`src/rtl/bcd_mux_display_driver_if.sv`:
```
// Load port of the multiplexed 7-segment driver: packed digit codes and
// decimal points offered under a load/ready handshake.
interface bcd_mux_display_driver_if #(
    parameter int unsigned NUM_DIGITS = 4
);
    logic                      load;
    logic                      ready;
    logic [4*NUM_DIGITS-1:0]   value_in;
    logic [NUM_DIGITS-1:0]     dp_in;

    modport master (
        output load,
        output value_in,
        output dp_in,
        input  ready
    );

    modport slave (
        input  load,
        input  value_in,
        input  dp_in,
        output ready
    );
endinterface

```
`src/rtl/bcd_mux_display_driver.sv`:
```
// Time-multiplexed N-digit 7-segment driver with a double-buffered value that
// only changes at frame boundaries, hex glyphs, leading-zero blanking and polarity select.
module bcd_mux_display_driver #(
    parameter int unsigned NUM_DIGITS  = 4,
    parameter int unsigned REFRESH_DIV = 1000,
    parameter bit          HEX_EN      = 1'b1,
    parameter bit          ACTIVE_LOW  = 1'b0
) (
    input  logic                      clk,
    input  logic                      rst,
    bcd_mux_display_driver_if.slave   ld_bus,
    input  logic                      lz_suppress,
    output logic [6:0]                seg,
    output logic                      dp,
    output logic [NUM_DIGITS-1:0]     an
);

    localparam int unsigned PW = $clog2(REFRESH_DIV);
    localparam int unsigned IW = $clog2(NUM_DIGITS);

    typedef enum logic {
        StReady,
        StPending
    } state_e;

    state_e                  r_state;
    state_e                  w_state_next;
    logic [PW-1:0]           r_presc;
    logic [IW-1:0]           r_idx;
    logic [4*NUM_DIGITS-1:0] r_pend_val;
    logic [NUM_DIGITS-1:0]   r_pend_dp;
    logic [4*NUM_DIGITS-1:0] r_disp_val;
    logic [NUM_DIGITS-1:0]   r_disp_dp;
    logic [6:0]              r_seg;
    logic                    r_dp;
    logic [NUM_DIGITS-1:0]   r_an;

    logic                    w_tick;
    logic                    w_frame_end;
    logic                    w_accept;
    logic                    w_commit;
    logic [3:0]              w_code;
    logic [NUM_DIGITS-1:0]   w_lead;
    logic                    w_blank;
    logic [6:0]              w_glyph;

    function automatic logic [6:0] glyph(input logic [3:0] code);
        logic [6:0] g;
        case (code)
            4'h0:    g = 7'b1111110;
            4'h1:    g = 7'b0110000;
            4'h2:    g = 7'b1101101;
            4'h3:    g = 7'b1111001;
            4'h4:    g = 7'b0110011;
            4'h5:    g = 7'b1011011;
            4'h6:    g = 7'b1011111;
            4'h7:    g = 7'b1110000;
            4'h8:    g = 7'b1111111;
            4'h9:    g = 7'b1110011;
            4'hA:    g = HEX_EN ? 7'b1110111 : 7'b0000000;
            4'hB:    g = HEX_EN ? 7'b0011111 : 7'b0000000;
            4'hC:    g = HEX_EN ? 7'b1001110 : 7'b0000000;
            4'hD:    g = HEX_EN ? 7'b0111101 : 7'b0000000;
            4'hE:    g = HEX_EN ? 7'b1001111 : 7'b0000000;
            default: g = HEX_EN ? 7'b1000111 : 7'b0000000;
        endcase
        return g;
    endfunction

    assign w_tick      = (r_presc == PW'(REFRESH_DIV - 1));
    assign w_frame_end = w_tick && (r_idx == IW'(NUM_DIGITS - 1));
    assign w_accept    = (r_state == StReady) && ld_bus.load;
    assign w_commit    = (r_state == StPending) && w_frame_end;
    assign ld_bus.ready = (r_state == StReady);

    always_comb begin
        w_state_next = r_state;
        unique case (r_state)
            StReady:   if (ld_bus.load) w_state_next = StPending;
            StPending: if (w_frame_end) w_state_next = StReady;
            default:   w_state_next = StReady;
        endcase
    end

    // w_lead[i] is set when digits NUM_DIGITS-1 down to i are all zero.
    always_comb begin : p_lead
        logic acc;
        acc    = 1'b1;
        w_lead = '0;
        for (int i = NUM_DIGITS - 1; i >= 0; i--) begin
            acc       = acc & (r_disp_val[4*i +: 4] == 4'd0);
            w_lead[i] = acc;
        end
    end

    assign w_code  = r_disp_val[{r_idx, 2'b00} +: 4];
    assign w_blank = lz_suppress && (r_idx != '0) && w_lead[r_idx];
    assign w_glyph = w_blank ? 7'b0000000 : glyph(w_code);

    always_ff @(posedge clk) begin
        if (rst) begin
            r_state <= StReady;
            r_presc <= '0;
            r_idx   <= '0;
        end else begin
            r_state <= w_state_next;
            r_presc <= w_tick ? '0 : r_presc + PW'(1);
            if (w_tick) begin
                r_idx <= (r_idx == IW'(NUM_DIGITS - 1)) ? '0 : r_idx + IW'(1);
            end
        end
    end

    // A load taken in the frame_end cycle lands in pending only, so it waits a full frame.
    always_ff @(posedge clk) begin
        if (rst) begin
            r_pend_val <= '0;
            r_pend_dp  <= '0;
            r_disp_val <= '0;
            r_disp_dp  <= '0;
        end else begin
            if (w_accept) begin
                r_pend_val <= ld_bus.value_in;
                r_pend_dp  <= ld_bus.dp_in;
            end
            if (w_commit) begin
                r_disp_val <= r_pend_val;
                r_disp_dp  <= r_pend_dp;
            end
        end
    end

    always_ff @(posedge clk) begin
        if (rst) begin
            r_seg <= '0;
            r_dp  <= 1'b0;
            r_an  <= '0;
        end else begin
            r_seg <= w_glyph;
            r_dp  <= r_disp_dp[r_idx];
            r_an  <= NUM_DIGITS'(1) << r_idx;
        end
    end

    assign seg = r_seg ^ {7{ACTIVE_LOW}};
    assign dp  = r_dp ^ ACTIVE_LOW;
    assign an  = r_an ^ {NUM_DIGITS{ACTIVE_LOW}};

endmodule

```
`src/flat_wrapper.sv`:
```
// flat-port wrapper written by rule: the top's interface ports become plain ports
module bcd_mux_display_driver_flat 
#(
    parameter int unsigned NUM_DIGITS  = 4,
    parameter int unsigned REFRESH_DIV = 1000,
    parameter bit          HEX_EN      = 1'b1,
    parameter bit          ACTIVE_LOW  = 1'b0
)
  (clk, rst, lz_suppress, seg, dp, an, ld_bus_load, ld_bus_value_in, ld_bus_dp_in, ld_bus_ready);
  bcd_mux_display_driver_if #(.NUM_DIGITS(NUM_DIGITS)) ld_bus_i ();
  input  logic clk;
  input  logic rst;
  input  logic lz_suppress;
  output logic [6:0] seg;
  output logic dp;
  output logic [NUM_DIGITS-1:0] an;
  input wire logic [$bits(ld_bus_i.load)-1:0] ld_bus_load;
  input wire logic [$bits(ld_bus_i.value_in)-1:0] ld_bus_value_in;
  input wire logic [$bits(ld_bus_i.dp_in)-1:0] ld_bus_dp_in;
  output wire logic [$bits(ld_bus_i.ready)-1:0] ld_bus_ready;
  assign ld_bus_i.load = ld_bus_load;
  assign ld_bus_i.value_in = ld_bus_value_in;
  assign ld_bus_i.dp_in = ld_bus_dp_in;
  assign ld_bus_ready = ld_bus_i.ready;
  bcd_mux_display_driver #(.NUM_DIGITS(NUM_DIGITS), .REFRESH_DIV(REFRESH_DIV), .HEX_EN(HEX_EN), .ACTIVE_LOW(ACTIVE_LOW)) u_core (.clk(clk), .rst(rst), .ld_bus(ld_bus_i), .lz_suppress(lz_suppress), .seg(seg), .dp(dp), .an(an));
endmodule
```
`config.mk`:
```
export PLATFORM = sky130hd
export DESIGN_NAME = bcd_mux_display_driver_flat
export DESIGN_NICKNAME = d
export VERILOG_FILES = /design/src/rtl/bcd_mux_display_driver_if.sv /design/src/rtl/bcd_mux_display_driver.sv /design/src/flat_wrapper.sv
export SDC_FILE = /design/constraint.sdc
export NUM_CORES = 1
export LEC_CHECK = 0
export CORE_ASPECT_RATIO = 0.8
export CORE_MARGIN = 8
export CORE_UTILIZATION = 58
export CTS_CLUSTER_SIZE = 8
export DETAILED_ROUTE_END_ITERATION = 7
export PLACE_DENSITY = 0.92
export SLEW_MARGIN = 20
export SYNTH_ARGS = -nofsm -noshare
export SYNTH_HDL_FRONTEND = slang
export SYNTH_SLANG_ARGS = --single-unit
```
`constraint.sdc`:
```
create_clock -name clk -period 4.25 [get_ports clk]
set_input_delay 1.275 -clock clk [delete_from_list [all_inputs] [get_ports clk]]
set_output_delay 1.275 -clock clk [all_outputs]
set_load 0.02 [all_outputs]
```
== Word level (Yosys, flattened, before mapping) ==
Memory sizes are Yosys's and may differ from the RTL's. A register that Yosys moved wholly into a read port is not among the register bits.
Index checks and enable logic that the tools add are counted.
Word-level totals
  flip-flop bits (word level): 58
  bits in read-only memories: 112
  input bits: 24
  output and inout port bits: 13
  word-level logic and storage cells: 41
  memories: 1
Memories
  (name not given): words 16, bits a word 7, read ports 1, clocked after memory_dff 1, write ports 0, line bcd_mux_display_driver.sv:49  | case (code)
Cells by class
  add/subtract/negate cells: 2
  order comparisons: 1
  eq/ne operators: 2
  shifts and indexed selects: 2
  mux-type cells: 8
  bitwise operators: 4
  reduce and logical (&&, ||, !) cells: 12
Operators by type and width (number)
  4-bit logical NOT: 4
  16-bit by 5-bit variable part select with 4-bit output: 1
  10-bit by 1-bit adder with 10-bit output (second input constant): 1
  10-bit equality test (second input constant): 1
  1-bit logical AND: 5
  1-bit binary-select mux with 2-bit select: 2
  1-bit 2-to-1 mux: 4
  2-bit OR reduction: 2
  1-bit by 2-bit left shift with 4-bit output (first input constant): 1
  1-bit AND: 3
  2-bit by 3-bit less-than comparator with 1-bit output (second input constant): 1
  2-bit by 1-bit adder with 2-bit output (second input constant): 1
  2-bit equality test (second input constant): 1
  2-bit 2-to-1 mux: 1
  1-bit case mux with 2 select lines: 1
  2-bit nonzero test: 1
  1-bit inverter: 1

== Longest topological paths before layout ==
Gate-level depths: netlist (run 1).
  depth after elaboration: 8
  mapped depth: 8
  gate-level depth less buffers: 7

== Worst setup path after synthesis (run 1) ==
OpenSTA, ideal clock, no wires.
  kind: input to register
  start point: input port lz_suppress
  end point: register u_core.r_seg[3], in the netlist u_core.seg[3]
  library setup time: 157 ps
  data arrival time: 1964 ps
  required time: 4093 ps
  path slack: 2129 ps
  stages on the path: 3
  buffers on the path: 0
  cells stage by stage: nand3b_1 a211oi_1 a311oi_1
Between the ends
  word-level cells in the longest chain between the ends: 3
Ends and longest elaborated chain
  start: declaration: line flat_wrapper.sv:13  | input logic lz_suppress;
  1-bit logical AND (2 in a row): line bcd_mux_display_driver.sv:97  | assign w_blank = lz_suppress && (r_idx != '0) && w_lead[r_idx];
  2-bit OR reduction (no line)
  end: declaration: line bcd_mux_display_driver.sv:34  | logic [6:0] r_seg;
No other way between the ends.
A chain may end at the register's enable or synchronous reset.

== Worst setup path in the final report (run 1) ==
  start point: register u_core.r_state
  end point: output port ld_bus_ready
Between the ends
  word-level cells in the longest chain between the ends: 1
Ends and longest elaborated chain
  start: declaration: line bcd_mux_display_driver.sv:26  | state_e r_state;
  start signal: assignment: line bcd_mux_display_driver.sv:102  | r_state <= StReady;
  start signal: assignment: line bcd_mux_display_driver.sv:106  | r_state <= w_state_next;
  1-bit inverter: line bcd_mux_display_driver.sv:74  | assign ld_bus.ready = (r_state == StReady);
  end: declaration: line flat_wrapper.sv:20  | output wire logic [$bits(ld_bus_i.ready)-1:0] ld_bus_ready;
No other way between the ends.

==> results of run 1 <==
==> power by group <==
| group | switching (uW) | internal (uW) |
|---|---|---|
| clock network | 230 | 378 |
| registers | 9.56 | 626 |
| logic | 38.0 | 38.2 |
| total | 278 | 1040 |
==> logic make-up after synthesis <==
| family | Yosys count |
|---|---|
| muxes | 10 |
| DFF | 65 |
| buffers and inverters | 29 |
| xor gates and xnor gates | 9 |
| AOI/OAI and AO/OA | 53 |
| and+or+nand+nor | 145 |
| adders and majority gates | 10 |
==> registers in the layout (all words and copies together) (netlist names) <==
register / count
u_core.r_disp_val: 16
u_core.r_pend_dp: 4
u_core.r_state: 1
u_core.seg: 7
u_core.dp: 1
u_core.an: 4
u_core.r_disp_dp: 4
u_core.r_pend_val: 16
u_core.r_presc: 10
u_core.r_idx: 2
==> critical path, stage by stage, from the launching register on <==
cell and delay [ps]:
dfxtp_1 350, inv_1 80, clkdlybuf4s50_1 600
==> worst paths after layout <==
kind | from | to | slack (ps) | cells past startpoint
max | u_core.r_state$_SDFF_PP0_ | ld_bus_ready | 1610 | 2
min | u_core.r_pend_val[2]$_SDFFE_PP0P_ | u_core.r_disp_val[2]$_SDFFE_PP0P_ | 450 | 2
max reg2reg | u_core.r_idx[0]$_SDFFE_PP0N_ | u_core.seg[3]$_SDFF_PP0_ | 1820 | 6
min reg2reg | u_core.r_pend_val[2]$_SDFFE_PP0P_ | u_core.r_disp_val[2]$_SDFFE_PP0P_ | 450 | 2
==> final cells by class <==
cell class	instances	area [sq um]
multi-input cells	227	1310
flip-flops and latches	65	1300
fillers	350	1230
inverters	10	37.5
well taps	60	75.1
repair buffers	39	378
clock inverters	4	73.8
clock buffers	12	165
==> layer usage <==
layer | GRT usage (%) | vias up | wire length, microns
met2 | 26.1 | 67 | 2640
met5 | 0 | - | 0
met4 | 6.58 | 0 | 103
met1 | 19.7 | 1038 | 2680
li1 | - | 1144 | -
met3 | 7.60 | 11 | 355
==> cell usage in the layout (no fill, tap or decap), types with 2 or more instances in the layout <==
master	Yosys	final
a21oi_1	42	42
a22oi_1	2	2
buf_4	1	3
bufinv_16	0	2
clkbuf_8	0	12
clkdlybuf4s50_1	0	35
dfxtp_1	65	65
ha_1	10	10
inv_1	10	10
mux2_2	2	2
mux2i_1	4	4
mux4_1	3	3
nand2_1	92	92
nand3_1	5	5
nand3b_1	3	3
nand4_1	2	2
nor2_1	16	16
nor3_1	13	13
nor4_1	4	4
o21ai_0	2	2
o22ai_1	2	2
xnor2_1	7	7
xor2_1	2	2
==> through the flow <==
| step | cell area, sq um | std cells | setup WS (ps) | util [%] |
|---|---|---|---|---|
| 6_report | 3340 | 417 | 1610 | 73.1 |
| 2_1_floorplan | 2740 | 321 | 2130 | - |
| 4_1_cts | 3340 | 417 | 1580 | 73.1 |
| 3_3_place_gp | 3100 | 401 | 1550 | 67.9 |
| 5_1_grt | 3340 | 417 | 1520 | 73.1 |
| 3_5_place_dp | 3100 | 401 | 1430 | 67.9 |
==> qor.yml, run 1 <==
maxSlewViolCount: 0
synthTopCellsByArea: "dfxtp_1, nand2_1, a21oi_1, ha_1, mux4_1"
worst_slew_pin_slew_ps: 854
dieArea_sq_um: 7200
chipHeight_microns: 77.5
synth-async-reset-ratio_pct: 0
synth-simple-area-share_pct: 23.5
io_buffers: 36
syn-cell-area_sq_um: 2740
rsz0062_at_grt: "false"
synth-seq-cells: 65
area_growth_pct: 21.8
cap_viol_max_count: 0
wl_per_cell_microns: 13.9
fin_crit_ps: 2640
seq_area_frac_synth_pct: 47.5
num_io_pins: 37
synthMuxAreaShare_pct: 5.98
crit_arrival_ps: 1370
synth_common_cells: "nand2_1, dfxtp_1, a21oi_1"
clockBufferDepth: 2
synth-adder-area-share_pct: 4.56
leakagePower_uw: 0.00122
vdd_ir_drop_max_v: 0.000252
yosysTopAreaCell: "dfxtp_1"
coreArea_sq_um: 4570
finalSetupTns_ps: 0
cts_root_buf: "clkbuf_8"
antenna_found_initial: 0
nets: 386
finalClockSkew_ps: 12.4
dr.pass1.iters: 4
synth_top_flop_cell: "dfxtp_1"
ant_nets: 0
cp-end-kind: "output pin"
syn_avg_cell_area_sq_um: 8.54
synth_most_common_cell: "nand2_1"
drive_gt1_share_pct: 8.40
grt_max_degree: 45
synth_top_family_by_area: "simple AND/OR/NAND/NOR gates"
diodes: 0
period_share_pct: 62.2
track_usage_pct: 16.7
cts.reportedPaths.clkPinSlew_ps: 70
grt.overflow.total: 0
die_x_microns: 92.9
syn-num-nets: 355
cp_data_required_time_ps: 2970
relSlewSlack_pct: 42.7
vias: 2260
setup_viol: 0
gp_congestion: 0.795
start_kind: "flop"
holdCritPathClass: "flop to flop"
htreeDepth: 3
cts_tree: "built"
hold_viol: 0
synth_compound_area_share_pct: 10.9
total_power_uw: 1320
route.detailed.drc: 0
postCtsSetupBuffers: 0
synth-xor-area-share_pct: 2.88
critical_path_class: "flop to output pin"
clock-sinks: 65
ctsHoldBuffers: 0
yosys_warnings: 0
synth_edf_count: 0
synth_top_area_share_pct: 47.5
worst_hold_slack_ps: 453
initial_core_util_pct: 60.0
cp_max_fo: 4
syn-instance-count: 321
grt_pass1_vias: 2184
post_cts_resized: 0
drt_iter0_markers: 168
status: "finished, final reports clean"
routed_via_density: 5.42
clk_latency_ps: 340
synth_cell_type_count: 40
cts_made_buffers: 9
grt_pass1_wl_mm: 9.70
placementRows: 22
fmax_ghz: 0.378
hpwlAfterDp_mm: 3.88
power_density_nw_per_um2: 396
wirelength_mm: 5.78
Power figures use the tool's default switching activity.
==> run 2: changes to the inputs <==
--- a/config.mk
+++ b/config.mk
@@ -7,10 +7,10 @@
 export LEC_CHECK = 0
 export CORE_ASPECT_RATIO = 0.8
 export CORE_MARGIN = 8
-export CORE_UTILIZATION = 58
+export CORE_UTILIZATION = 54
 export CTS_CLUSTER_SIZE = 8
 export DETAILED_ROUTE_END_ITERATION = 7
-export PLACE_DENSITY = 0.92
+export PLACE_DENSITY = 0.87
 export SLEW_MARGIN = 20
 export SYNTH_ARGS = -nofsm -noshare
 export SYNTH_HDL_FRONTEND = slang
==> constraint.sdc (replaced) <==
create_clock -name clk -period 2.7 [get_ports clk]
set_input_delay 0.81 -clock clk [delete_from_list [all_inputs] [get_ports clk]]
set_output_delay 0.81 -clock clk [all_outputs]
set_load 0.02 [all_outputs]
==> run 2 against run 1 <==
  * Clock power increased by 21%
  * Count of clock-buffer cells in the layout down 1
  * Clock skew fell by 1.5 ps
  * First-iteration DRC count increased by 7.7%
  * Non-clock buffer count rose by 3
  * Power up 41%
  * Highest routed layer unchanged
==> qor.yml, run 2 (synthesis gave the netlist of run 1 again) <==
cp_data_required_time_ps: 2950  # -20 ps
route.detailed.drc: 0  # unchanged
fill_cells: 407  # +16%
grt_max_degree: 32  # -29%
clk_latency_ps: 350  # about the same
fmax_ghz: 0.427
worst_slew_pin_slew_ps: 661  # -193 ps
grt_pass1_vias: 2083  # -4.6%
holdCritPathClass: "flop to flop"
routed_via_density: 5.21  # -3.8%
cts_tree: "built"
chipHeight_microns: 79.7  # +2.9%
power_density_nw_per_um2: 562  # +42%
io_buffers: 36  # unchanged
regArea_sq_um: 1300  # unchanged
layout_commonest_cell: "nand2_1"
clock-sinks: 65  # unchanged
coreArea_sq_um: 4950  # +8.3%
initial_core_util_pct: 55.4  # -4.6 points
cap_viol_max_count: 0  # unchanged
crit_buf_inv: 1  # -1
hpwlAfterDp_mm: 3.92  # +1.3%
postLayoutCellArea_sq_um: 3310  # -1.0%
htreeDepth: 3  # unchanged
post_cts_resized: 0  # unchanged
postCtsSetupBuffers: 0  # unchanged
finalSetupTns_ps: 0  # unchanged
num_io_pins: 37  # unchanged
fin_crit_ps: 2340
cts.reportedPaths.clkPinSlew_ps: 70  # about the same
rsz0062_at_grt: "false"
mostFrequentLayoutCells: "nand2_1, dfxtp_1, a21oi_1"
ant_nets: 0  # unchanged
track_usage_pct: 15.6  # -1.1 points
place_inst: 406  # +1.2%
maxSlewViolCount: 0  # unchanged
drt_iter0_markers: 181  # +7.7%
crit_arrival_ps: 2590  # +1220 ps
gp_congestion: 0.879  # +11%
ctsHoldBuffers: 0  # unchanged
cts_made_buffers: 9  # unchanged
die_x_microns: 95.7  # +3.0%
hold_viol: 0  # unchanged
total_power_uw: 1860  # +41%
wl_per_cell_microns: 13.2  # -4.9%
fin_cells: 421  # +0.96%
vias: 2195  # -2.9%
vdd_ir_drop_max_v: 0.000333  # +32%
drive_gt1_share_pct: 8.91  # +0.51 points
cts_root_buf: "clkbuf_8"
multi_input_area_sq_um: 1310  # unchanged
place_area_sq_um: 3130  # +0.81%
leakagePower_uw: 0.00120  # -1.7%
placementRows: 23  # +4.5%
start_kind: "flop"
antenna_found_initial: 0  # unchanged
reg_top3: "u_core.r_disp_val: 16 flops, u_core.r_pend_val: 16 flops, u_core.r_presc: 10 flops"
wirelength_mm: 5.55  # -4.0%
nets: 389  # +0.78%
period_share_pct: 86.8
finalClockSkew_ps: 10.9  # -1.50 ps
grt_pass1_wl_mm: 9.40  # -3.1%
grt.overflow.total: 0  # unchanged
cp_max_fo: 12  # +8
slowest_stage: "mux4_1"
area_growth_pct: 20.6
dieArea_sq_um: 7630  # +6.0%
worst_hold_slack_ps: 453  # +0.401 ps
max_stage_delay_ps: 710  # +110 ps
worstPathCellList: "mux4_1 > inv_1 > ha_1 > mux2i_1 > nand2_1 > a311oi_1"
clockBufferDepth: 2  # unchanged
cp-end-kind: "flop"
dr.pass1.iters: 4  # unchanged
relSlewSlack_pct: 55.8  # +13 points
critical_path_class: "flop to flop"
critPathTopFamily: "multiplexers"
diodes: 0  # unchanged
setup_viol: 0  # unchanged
status: "finished, final reports clean"
-- run 2: where the power goes --
part           internal, uW  switching, uW  total (uW)
Sequential              986           14.9        1000
Clock                   377            358         735
Combinational          61.4           59.1         121
-- run 2: layout make-up --
cell class / instances / area share (%)
Tap cell: 62 / 2.35
Timing Repair Buffer: 42 / 12.1
Clock buffer: 11 / 4.58
Clock inverter: 4 / 0.871
Inverter: 10 / 1.14
Sequential cell: 65 / 39.4
Multi-Input combinational cell: 227 / 39.6
-- run 2: worst paths after layout --
kind / cells past startpoint / end / slack, ps / start
min reg2reg: 2 / u_core.r_disp_val[7]$_SDFFE_PP0P_ / 450 / u_core.r_pend_val[7]$_SDFFE_PP0P_
min: 2 / u_core.r_disp_val[7]$_SDFFE_PP0P_ / 450 / u_core.r_pend_val[7]$_SDFFE_PP0P_
max reg2reg: 6 / u_core.seg[3]$_SDFF_PP0_ / 360 / u_core.r_idx[0]$_SDFFE_PP0N_
max: 6 / u_core.seg[3]$_SDFF_PP0_ / 360 / u_core.r_idx[0]$_SDFFE_PP0N_
-- run 2: worst reg2reg max path, stage by stage (launching register included) --
cell and delay [ps]:
dfxtp_1 580, mux4_1 710, inv_1 180, ha_1 300, mux2i_1 170, nand2_1 70
a311oi_1 240
-- run 2: layer usage --
metal	vias to the layer above	global-route usage [%]	part of all wire [%]
met3	8	6.67	7.4
met5	-	0	0
li1	1146	-	-
met1	979	19.5	47
met2	62	23.5	44
met4	0	5.51	1.4
-- run 2: stage by stage --
| stage | setup slack (ps) | utilization, % |
|---|---|---|
| final | 356 | 66.8 |
| after global routing | 192 | 66.8 |
| after CTS | 361 | 66.8 |
| after detailed placement | 394 | 63.1 |
| after global placement | 469 | 63.1 |
| after floorplan | 642 | - |
